===== config.mk =====
export PLATFORM = sky130hd
export DESIGN_NAME = uart_stim_tx
export DESIGN_NICKNAME = d
export VERILOG_FILES = /design/src/rtl/uart_stim_pkg.sv /design/src/rtl/uart_stim_fifo.sv /design/src/rtl/uart_stim_tx.sv
export SDC_FILE = /design/constraint.sdc
export NUM_CORES = 1
export LEC_CHECK = 0
export BUFFER_PORTS_ARGS = -buffer_cell sky130_fd_sc_hd__buf_2
export CELL_PAD_IN_SITES_DETAIL_PLACEMENT = 0
export CELL_PAD_IN_SITES_GLOBAL_PLACEMENT = 2
export CORE_ASPECT_RATIO = 1.4
export CORE_MARGIN = 5
export CORE_UTILIZATION = 30
export CTS_BUF_LIST = sky130_fd_sc_hd__clkbuf_4 sky130_fd_sc_hd__clkbuf_8
export CTS_CLUSTER_DIAMETER = 40
export DETAILED_ROUTE_END_ITERATION = 10
export GPL_TIMING_DRIVEN = 0
export PLACE_DENSITY = 0.64
export SLEW_MARGIN = 0
export SYNTH_ARGS = -nofsm -noshare
export SYNTH_HDL_FRONTEND = slang
export SYNTH_SLANG_ARGS = --single-unit
export TNS_END_PERCENT = 50

===== constraint.sdc =====
create_clock -name clock -period 3.4 [get_ports clock]
set_input_delay 0.17 -clock clock [delete_from_list [all_inputs] [get_ports clock]]
set_output_delay 0.17 -clock clock [all_outputs]
set_load 0.005 [all_outputs]

===== src/rtl/uart_stim_pkg.sv =====
// rtl/uart_stim_pkg.sv - shared state type, parity codes and frame sizing for the UART stimulus transmitter
package uart_stim_pkg;

  typedef enum logic [2:0] {
    IDLE,
    START,
    DATA,
    PAR,
    STOP
  } tx_state_t;

  localparam int PARITY_NONE = 0;
  localparam int PARITY_EVEN = 1;
  localparam int PARITY_ODD  = 2;

  // Serial bits per frame; multiply by CLKS_PER_BIT for the frame length in clocks.
  function automatic int frame_len(input int parity, input int stop_bits);
    return 1 + 8 + ((parity != PARITY_NONE) ? 1 : 0) + stop_bits;
  endfunction

endpackage


===== src/rtl/uart_stim_fifo.sv =====
// rtl/uart_stim_fifo.sv - synchronous byte FIFO with full/empty flags and fill level
module uart_stim_fifo #(
  parameter int DEPTH = 16,
  parameter int WIDTH = 8
) (
  input  logic                    clock,
  input  logic                    reset,
  input  logic                    push,
  input  logic [WIDTH-1:0]        push_data,
  input  logic                    pop,
  output logic [WIDTH-1:0]        head,
  output logic                    full,
  output logic                    empty,
  output logic [$clog2(DEPTH):0]  level
);

  localparam int AW = $clog2(DEPTH);

  logic [WIDTH-1:0] mem [DEPTH];
  logic [AW:0]      wr_ptr;
  logic [AW:0]      rd_ptr;
  logic             do_push;
  logic             do_pop;

  // Pointers carry one extra wrap bit so full and empty are distinguishable.
  assign full    = (wr_ptr[AW] != rd_ptr[AW]) && (wr_ptr[AW-1:0] == rd_ptr[AW-1:0]);
  assign empty   = (wr_ptr == rd_ptr);
  assign level   = wr_ptr - rd_ptr;
  assign head    = mem[rd_ptr[AW-1:0]];
  assign do_push = push && !full;
  assign do_pop  = pop && !empty;

  always_ff @(posedge clock or negedge reset) begin
    if (!reset) begin
      wr_ptr <= '0;
      rd_ptr <= '0;
    end else begin
      if (do_push) wr_ptr <= wr_ptr + 1'b1;
      if (do_pop)  rd_ptr <= rd_ptr + 1'b1;
    end
  end

  always_ff @(posedge clock) begin
    if (do_push) mem[wr_ptr[AW-1:0]] <= push_data;
  end

endmodule


===== src/rtl/uart_stim_tx.sv =====
// rtl/uart_stim_tx.sv - buffered UART transmitter that drives a DUT serial receive line
module uart_stim_tx
  import uart_stim_pkg::*;
#(
  parameter int CLKS_PER_BIT = 16,
  parameter int FIFO_DEPTH   = 16,
  parameter int PARITY       = PARITY_NONE,
  parameter int STOP_BITS    = 1
) (
  input  logic                         clock,
  input  logic                         reset,
  input  logic                         wr_valid,
  input  logic [7:0]                   wr_data,
  output logic                         wr_ready,
  output logic                         uart_txd,
  output logic                         busy,
  output logic [$clog2(FIFO_DEPTH):0]  fifo_level,
  output logic                         tx_done
);

  localparam int            CW        = $clog2(CLKS_PER_BIT);
  localparam logic [CW-1:0] CNT_LAST  = CW'(CLKS_PER_BIT - 1);
  localparam logic [CW-1:0] CNT_PRE   = CW'(CLKS_PER_BIT - 2);
  localparam logic          STOP_LAST = 1'(STOP_BITS - 1);

  tx_state_t     state;
  logic [CW-1:0] baud_cnt;
  logic [2:0]    bit_idx;
  logic          stop_idx;
  logic [7:0]    sr;
  logic          par_bit;
  logic [7:0]    head;
  logic          full;
  logic          empty;
  logic          pop;
  logic          bit_end;
  logic          last_stop;

  assign bit_end   = (baud_cnt == CNT_LAST);
  assign last_stop = (state == STOP) && (stop_idx == STOP_LAST);
  // Popping in the final stop cycle lets queued frames run back to back.
  assign pop       = !empty && ((state == IDLE) || (last_stop && bit_end));
  assign wr_ready  = !full;
  assign busy      = (state != IDLE) || (fifo_level != '0);

  uart_stim_fifo #(
    .DEPTH (FIFO_DEPTH),
    .WIDTH (8)
  ) u_fifo (
    .clock     (clock),
    .reset     (reset),
    .push      (wr_valid && !full),
    .push_data (wr_data),
    .pop       (pop),
    .head      (head),
    .full      (full),
    .empty     (empty),
    .level     (fifo_level)
  );

  always_ff @(posedge clock or negedge reset) begin
    if (!reset) begin
      state    <= IDLE;
      baud_cnt <= '0;
      bit_idx  <= '0;
      stop_idx <= 1'b0;
      sr       <= '0;
      par_bit  <= 1'b0;
      uart_txd <= 1'b1;
      tx_done  <= 1'b0;
    end else begin
      // Registered one cycle early so the pulse lands on the last stop cycle.
      tx_done <= last_stop && (baud_cnt == CNT_PRE);
      if (state != IDLE) baud_cnt <= bit_end ? '0 : baud_cnt + 1'b1;

      case (state)
        IDLE: ;
        START: begin
          if (bit_end) begin
            state    <= DATA;
            bit_idx  <= '0;
            uart_txd <= sr[0];
          end
        end
        DATA: begin
          if (bit_end) begin
            if (bit_idx == 3'd7) begin
              if (PARITY != PARITY_NONE) begin
                state    <= PAR;
                uart_txd <= par_bit;
              end else begin
                state    <= STOP;
                stop_idx <= 1'b0;
                uart_txd <= 1'b1;
              end
            end else begin
              sr       <= {1'b0, sr[7:1]};
              uart_txd <= sr[1];
              bit_idx  <= bit_idx + 1'b1;
            end
          end
        end
        PAR: begin
          if (bit_end) begin
            state    <= STOP;
            stop_idx <= 1'b0;
            uart_txd <= 1'b1;
          end
        end
        STOP: begin
          if (bit_end) begin
            if (stop_idx != STOP_LAST) stop_idx <= stop_idx + 1'b1;
            else                       state    <= IDLE;
          end
        end
        default: begin
          state    <= IDLE;
          uart_txd <= 1'b1;
        end
      endcase

      if (pop) begin
        state    <= START;
        baud_cnt <= '0;
        sr       <= head;
        par_bit  <= (PARITY == PARITY_ODD) ? ~^head : ^head;
        uart_txd <= 1'b0;
      end
    end
  end

endmodule


Yosys cells after proc, flatten, opt, wreduce, memory -nomap -nowiden --
Memory sizes are Yosys's and may differ from the RTL's. Cells that the tools add are included.
Word-level totals: flip-flop bits (word level) 31, RAM bits 128, bits in read-only memories 0, memories kept 1, output and inout port bits 9, input port bits 11, word-level logic and storage cells 101, bits in latches 0
Memories:
- u_fifo.mem | words 16, bits a word 8, rd ports 1, clocked after Yosys merged registers in 0, wr ports 1, RTL line uart_stim_fifo.sv:19 | logic [WIDTH-1:0] mem [DEPTH];
Cells by class: reduce and logical (&&, ||, !) cells 26, div/mod/pow operators 0, $mul 0, add/subtract/negate cells 6, order comparisons 0, equal/unequal tests 25, mux-type cells 33, bitwise gates (word level) 1, shift-type cells 0
Operator list (count):
- 2-to-1 mux 8 bit | 4
- 2-to-1 mux 3 bit | 10
- inequality test 3 x 2 -> 1 bit, second input constant | 6
- case mux 3 bit (5 select lines) | 1
- 2-to-1 mux 1 bit | 12
- 2-to-1 mux 4 bit | 3
- inequality test 2 bit, second input constant | 6
- adder 5 x 1 -> 5 bit, second input constant | 2
- equality test 4 bit, second input constant | 2
- logical AND 1 bit | 8
- AND reduction 4 bit | 2
- nonzero test 2 bit | 4
- AND reduction 7 bit | 1
- equality test 3 x 2 -> 1 bit, second input constant | 2
- equality test 3 bit, second input constant | 2
- inequality test 2 x 1 -> 1 bit, second input constant | 3
- case mux 3 bit (2 select lines) | 1
- nonzero test 3 bit | 2
- equality test 5 bit | 1
- AND reduction 5 bit | 1
- nonzero test 5 bit | 1
- subtractor 5 bit | 1
- adder 4 x 1 -> 4 bit, second input constant | 1
- equality test 4 bit | 1
- other kinds (12) | 14

Logic depth before layout (Yosys ltp) --
word-level depth 7, depth in mapped cells 9, depth with buffers taken out 8

Modules after synthesis --
A second synthesis with hierarchy kept.
Unflattened totals: cells, all modules 403, area total of the unflattened synthesis 6829.0 um^2
Modules (own cells, without submodules):
- uart_stim_fifo | area each 5750.5 um^2, instances 1, cells an instance 297, sequential area each 4093.9 um^2
- uart_stim_tx | area each 1078.5 um^2, instances 1, cells an instance 106, sequential area each 501.7 um^2

Worst setup path before layout --
Ideal clock, no wire load.
path kind register to register, from register u_fifo.rd_ptr[1], to memory u_fifo.mem[3][0], enable pin, clock period less this slack 2.982 ns, cell stages (with the launch flop) 10, arrival 2.599 ns, buffers on the path 2, path slack 0.418 ns, data required time 3.017 ns, cell sequence dfrtp_1 -> buf_1 -> inv_1 -> ha_1 -> nand4_1 -> nand2b_1 -> and2_1 -> clkbuf_1 -> nand2_1 -> nor3_1
On the way: cells in the longest elaborated chain, start to end 7
RTL lines:
- from (decl) | RTL line uart_stim_fifo.sv:21 | logic [AW:0] rd_ptr;
- from (signal assigned) | RTL line uart_stim_fifo.sv:39 | if (do_pop) rd_ptr <= rd_ptr + 1'b1;
- equality test 4 bit * | RTL line uart_stim_fifo.sv:26 | assign full = (wr_ptr[AW] != rd_ptr[AW]) && (wr_ptr[AW-1:0] == rd_ptr[AW-1:0]);
- logical AND 1 bit * | RTL line uart_stim_fifo.sv:26
- logical NOT 1 bit *
- named net wr_ready | RTL line uart_stim_tx.sv:14 | output logic wr_ready,
- logical AND 1 bit | RTL line uart_stim_tx.sv:52 | .push (wr_valid && !full),
- logical AND 1 bit * | RTL line uart_stim_fifo.sv:30 | assign do_push = push && !full;
- 2-to-1 mux 1 bit * | RTL line uart_stim_fifo.sv:44 | if (do_push) mem[wr_ptr[AW-1:0]] <= push_data;
- 2-to-1 mux 1 bit (implied by the code) * | RTL line uart_stim_fifo.sv:44
- to (decl) | RTL line uart_stim_fifo.sv:19
Mark *: on every way through the listed nets, which the timed path passes. The rest lies on a longest branch.

Final worst setup path --
from register u_fifo.rd_ptr[1], to memory u_fifo.mem[5][1], enable pin
On the way: cells in the longest elaborated chain, start to end 7
RTL lines (RTL line):
- equality test 4 bit * | uart_stim_fifo.sv:26
- logical AND 1 bit * | uart_stim_fifo.sv:26
- logical NOT 1 bit * | uart_stim_fifo.sv:30, uart_stim_tx.sv:52
- logical AND 1 bit | uart_stim_tx.sv:52
- logical AND 1 bit * | uart_stim_fifo.sv:30
- 2-to-1 mux 1 bit * | uart_stim_fifo.sv:44
- 2-to-1 mux 1 bit (implied by the code) * | uart_stim_fifo.sv:44
Every way passes the cells marked *; elsewhere a longest branch is shown, timed or not.

==> results.toml <==
[floorplanning]
initial_utilization_pct = 30.3
io_pins = 20
core_rows = 64
core_area_um2 = 21900
dieWidth_um = 136
dieArea_um2 = 25200
die_h_um = 186

[synth]
post_synth_edffs = 128
adder_and_majority_cell_fraction_of_the_synthesized_area_pct = 2.75
post_synth_num_cell_types = 45
synth.ff_latch_count = 158
mappedNetlistNets = 446
area_share_of_and_or_nand_nor_cells_after_synthesis_pct = 6.73
register_area_share_after_synthesis_pct = 69.3
netlist_instances = 421
yosys.area_share.xor_xnor_pct = 1.70
synth_compound_gate_area_share_pct = 6.89
synthMuxAreaShare_pct = 10.5
synth-main-ff-cell = "sky130_fd_sc_hd__edfxtp_1"
synth_warnings = 0
ys_async_sr_fraction_pct = 19.0
netlist_area_before_placement_um2 = 6630
synth_top_family_by_area = "multiplexers"
avgSynthCellArea_um2 = 15.8

[hold_path]
hold_class = "input port to register"
min_delay_path_depth = 1
hold_start = "wr_data[7]"
whs_endpoint = "u_fifo.mem[12][7]$_DFFE_PP_"

[pwr]
power.static_leakage_uw = 0.00269
total_switching_power_uw = 1170
worst_ir_drop_on_vdd_uv = 243
internal-power_uw = 3100
post-layout-total-power_uw = 4270
swShare_pct = 27.4
power-per-cell-area_nw_per_um2 = 564
sequentialPowerShare_pct = 54.6
power_frac_clock_pct = 28.8
comb_power_share_pct = 16.6

[timing]
timing.final.hold_violations = 0
max_slew_headroom_at_the_worst_pin_pct = 49.3
max_freq_mhz = 315
hold_ws_ns = 0.125
finalSetupTns_ns = 0
timing.final.crit_period_ns = 3.18
period_utilization_pct = 93.4
final.setup_skew_ns = 0.0176
setup_violations = 0
worst-slew-pin-transition_ns = 0.761
final_max_slew_viol_count = 0

[setup_path]
timing.critical_path.buf_inv = 3
end_kind = "register"
reg2reg_from = "u_fifo.rd_ptr[1]$_DFFE_PN0P_"
worst_path_dominant_cell_family = "simple AND/OR/NAND/NOR gates"
worstSetupPathType = "register to register"
crit_chain = "buf_2, inv_1, ha_1, nand4_1, nand2b_1, and2_1, clkbuf_1, nand2_1, nor2_2"
r2r.worst_path.cells = 9
setup.worst_path.start_class = "register"
crit_fanout = 10
crit-reg2reg-capture = "u_fifo.mem[5][1]$_DFFE_PP_"
critical_path.slowest_cell = "sky130_fd_sc_hd__nor2_2"
worst_ep_required_time_ns = 3.49
worst-endpoint-arrival_ns = 3.27
reg2reg_setup_slack_ns = 0.22
critical_path.max_stage_delay_ns = 0.50

[place]
dp.final_hpwl_um = 10500
gp_congestion = 0.729
io_buffer_count = 19

[clock_network]
total_cts_buffers = 17
maximum_clock_path_buffer_count = 2
clk_pin_slew_worst_paths_ns = 0.08
worst_skew_pair.late_latency_ns = 0.46
cts-htree-levels = 4
cts_num_sinks = 158
clk_root_buffer_cell = "sky130_fd_sc_hd__clkbuf_8"
clock_tree_from_tritoncts = "done"

[cells_and_area]
antenna_cells_inserted = 0
fillCellCount = 2102
seqCellArea_um2 = 4600
syn2layout_area_growth_pct = 14.2
finalNetCount = 487
combined_area_of_the_multi_input_logic_cells_um2 = 1990
drive_gt1_share_pct = 21.1
finalCoreUtilization_pct = 34.7

[routing]
drtAntennaViolNets = 0
drt-wirelength-per-cell_um = 19.4
drt_first_iter_violations = 212
drt_pre_antenna_iters = 4
post-route-drc-count = 0
vias = 3631
vias_per_cell = 4.72
wirelength_um = 14900

[grt]
global_route.usage.total_pct = 12.6
total_overflow_reported_by_the_global_router = 0
antenna_found_initial = 0
grt_pass1_vias = 3860
grt_max_degree = 31
grt_pass1_wl_um = 23100

[outcome]
outcome = "completed"

[run]
timing.max_cap.violations = 0
==> cell type report <==
type,instances,area share (%)
multi-input cells,230,26.2
flip-flops and latches,158,60.7
inverters,12,0.595
clock buffers,20,3.39
clock inverters,10,0.991
plain buffers,21,1.29
repair buffers,22,1.92
well taps,297,4.91
==> worst max path at each step <==
stage	startpoint	end	slack (ns)	cells after the start
global route	u_fifo.rd_ptr[2]$_DFFE_PN0P_	u_fifo.mem[8][0]$_DFFE_PP_	-0.008	9
finish	u_fifo.rd_ptr[1]$_DFFE_PN0P_	u_fifo.mem[5][1]$_DFFE_PP_	0.22	9
global placement	u_fifo.rd_ptr[1]$_DFFE_PN0P_	u_fifo.mem[3][5]$_DFFE_PP_	-0.72	9
floorplan	u_fifo.rd_ptr[1]$_DFFE_PN0P_	u_fifo.mem[3][0]$_DFFE_PP_	0.42	9
CTS	u_fifo.rd_ptr[1]$_DFFE_PN0P_	u_fifo.mem[14][2]$_DFFE_PP_	0.06	9
detailed placement	u_fifo.rd_ptr[1]$_DFFE_PN0P_	u_fifo.mem[2][5]$_DFFE_PP_	-0.76	9
==> power by group through the flow <==
stage	registers (uW)	logic, uW	clock network [uW]
floorplan	2360	394	0
global placement	2370	618	0
detailed placement	2380	629	0
CTS	2340	690	1270
global route	2350	792	1340
finish	2330	708	1230
==> cell families after synthesis <==
group                      Yosys count
AOI/OAI and AO/OA                   68
buffers and inverters               33
muxes                               47
DFF                                158
adders and majority gates           14
and+or+nand+nor                     89
xor gates and xnor gates            12
==> cells in the final DEF (no fill, tap or decap), types with 5 or more instances in the layout <==
cell / n
sky130_fd_sc_hd__nor2_2: 8
sky130_fd_sc_hd__ha_1: 13
sky130_fd_sc_hd__xnor2_1: 9
sky130_fd_sc_hd__o21ai_0: 12
sky130_fd_sc_hd__inv_1: 12
sky130_fd_sc_hd__mux2i_1: 28
sky130_fd_sc_hd__mux4_2: 18
sky130_fd_sc_hd__o22ai_1: 14
sky130_fd_sc_hd__nand3_1: 12
sky130_fd_sc_hd__nor2_1: 5
sky130_fd_sc_hd__a22o_1: 13
sky130_fd_sc_hd__a21oi_1: 13
sky130_fd_sc_hd__nand4_1: 6
sky130_fd_sc_hd__edfxtp_1: 128
sky130_fd_sc_hd__clkbuf_8: 17
sky130_fd_sc_hd__a211oi_1: 7
sky130_fd_sc_hd__clkbuf_1: 9
sky130_fd_sc_hd__nand2_1: 29
sky130_fd_sc_hd__buf_2: 28
sky130_fd_sc_hd__dfrtp_1: 28
==> metrics by stage <==
| stage | cells | instance area (um^2) | setup WS [ns] |
|---|---|---|---|
| finish | 770 | 7580 | 0.223 |
| global placement | 737 | 7100 | -0.717 |
| detailed placement | 737 | 7100 | -0.765 |
| global route | 770 | 7580 | -0.00815 |
| floorplan | 421 | 6630 | 0.418 |
| CTS | 768 | 7510 | 0.0551 |
==> flip-flops by register name, summed over array words and instances, names as in the netlist <==
signal / count
tx_done: 1
state: 3
u_fifo.rd_ptr: 5
uart_txd: 1
bit_idx: 3
u_fifo.mem: 128
baud_cnt: 4
u_fifo.wr_ptr: 5
sr: 8
==> timing repair <==
action,in CTS,in global routing
endpoints found under the hold margin,29,0
hold buffers,1,0
pin swaps,0,0
setup endpoints to repair,128,120
setup buffers,0,2
resized for setup,20,5
==> worst register-to-register path, delay by kind of cell (launching register included) <==
kind | cells | cell delay [ns]
buf+inv | 3 | 0.73
simple gates | 5 | 1.28
flops | 1 | 0.49
fa+ha+maj | 1 | 0.33
==> routing by layer <==
layer / routed length, um / vias to the layer above / global-route usage, %
li1: - / 1707 / -
met1: 6030 / 1841 / 14.7
met2: 7980 / 66 / 22.2
met3: 491 / 17 / 3.11
met4: 414 / 0 / 5.20
met5: 0 / - / 0
==> Yosys cell counts, drive strengths merged, types with 9 or more instances <==
| library cell | count | share of area [%] |
|---|---|---|
| mux4 | 18 | 6.1 |
| o22ai | 14 | 1.3 |
| nand2 | 29 | 1.6 |
| a21oi | 13 | 0.98 |
| o21ai | 12 | 0.91 |
| edfxtp | 128 | 58 |
| nand3 | 12 | 0.91 |
| xnor2 | 9 | 1.2 |
| nor2 | 17 | 1.0 |
| dfrtp | 29 | 11 |
| ha | 13 | 2.5 |
| clkbuf | 9 | 0.51 |
| mux2i | 28 | 4.2 |
| a22o | 13 | 1.7 |
| inv | 12 | 0.68 |
| buf | 12 | 0.94 |
No activity file was read; power rests on OpenSTA's default activity.
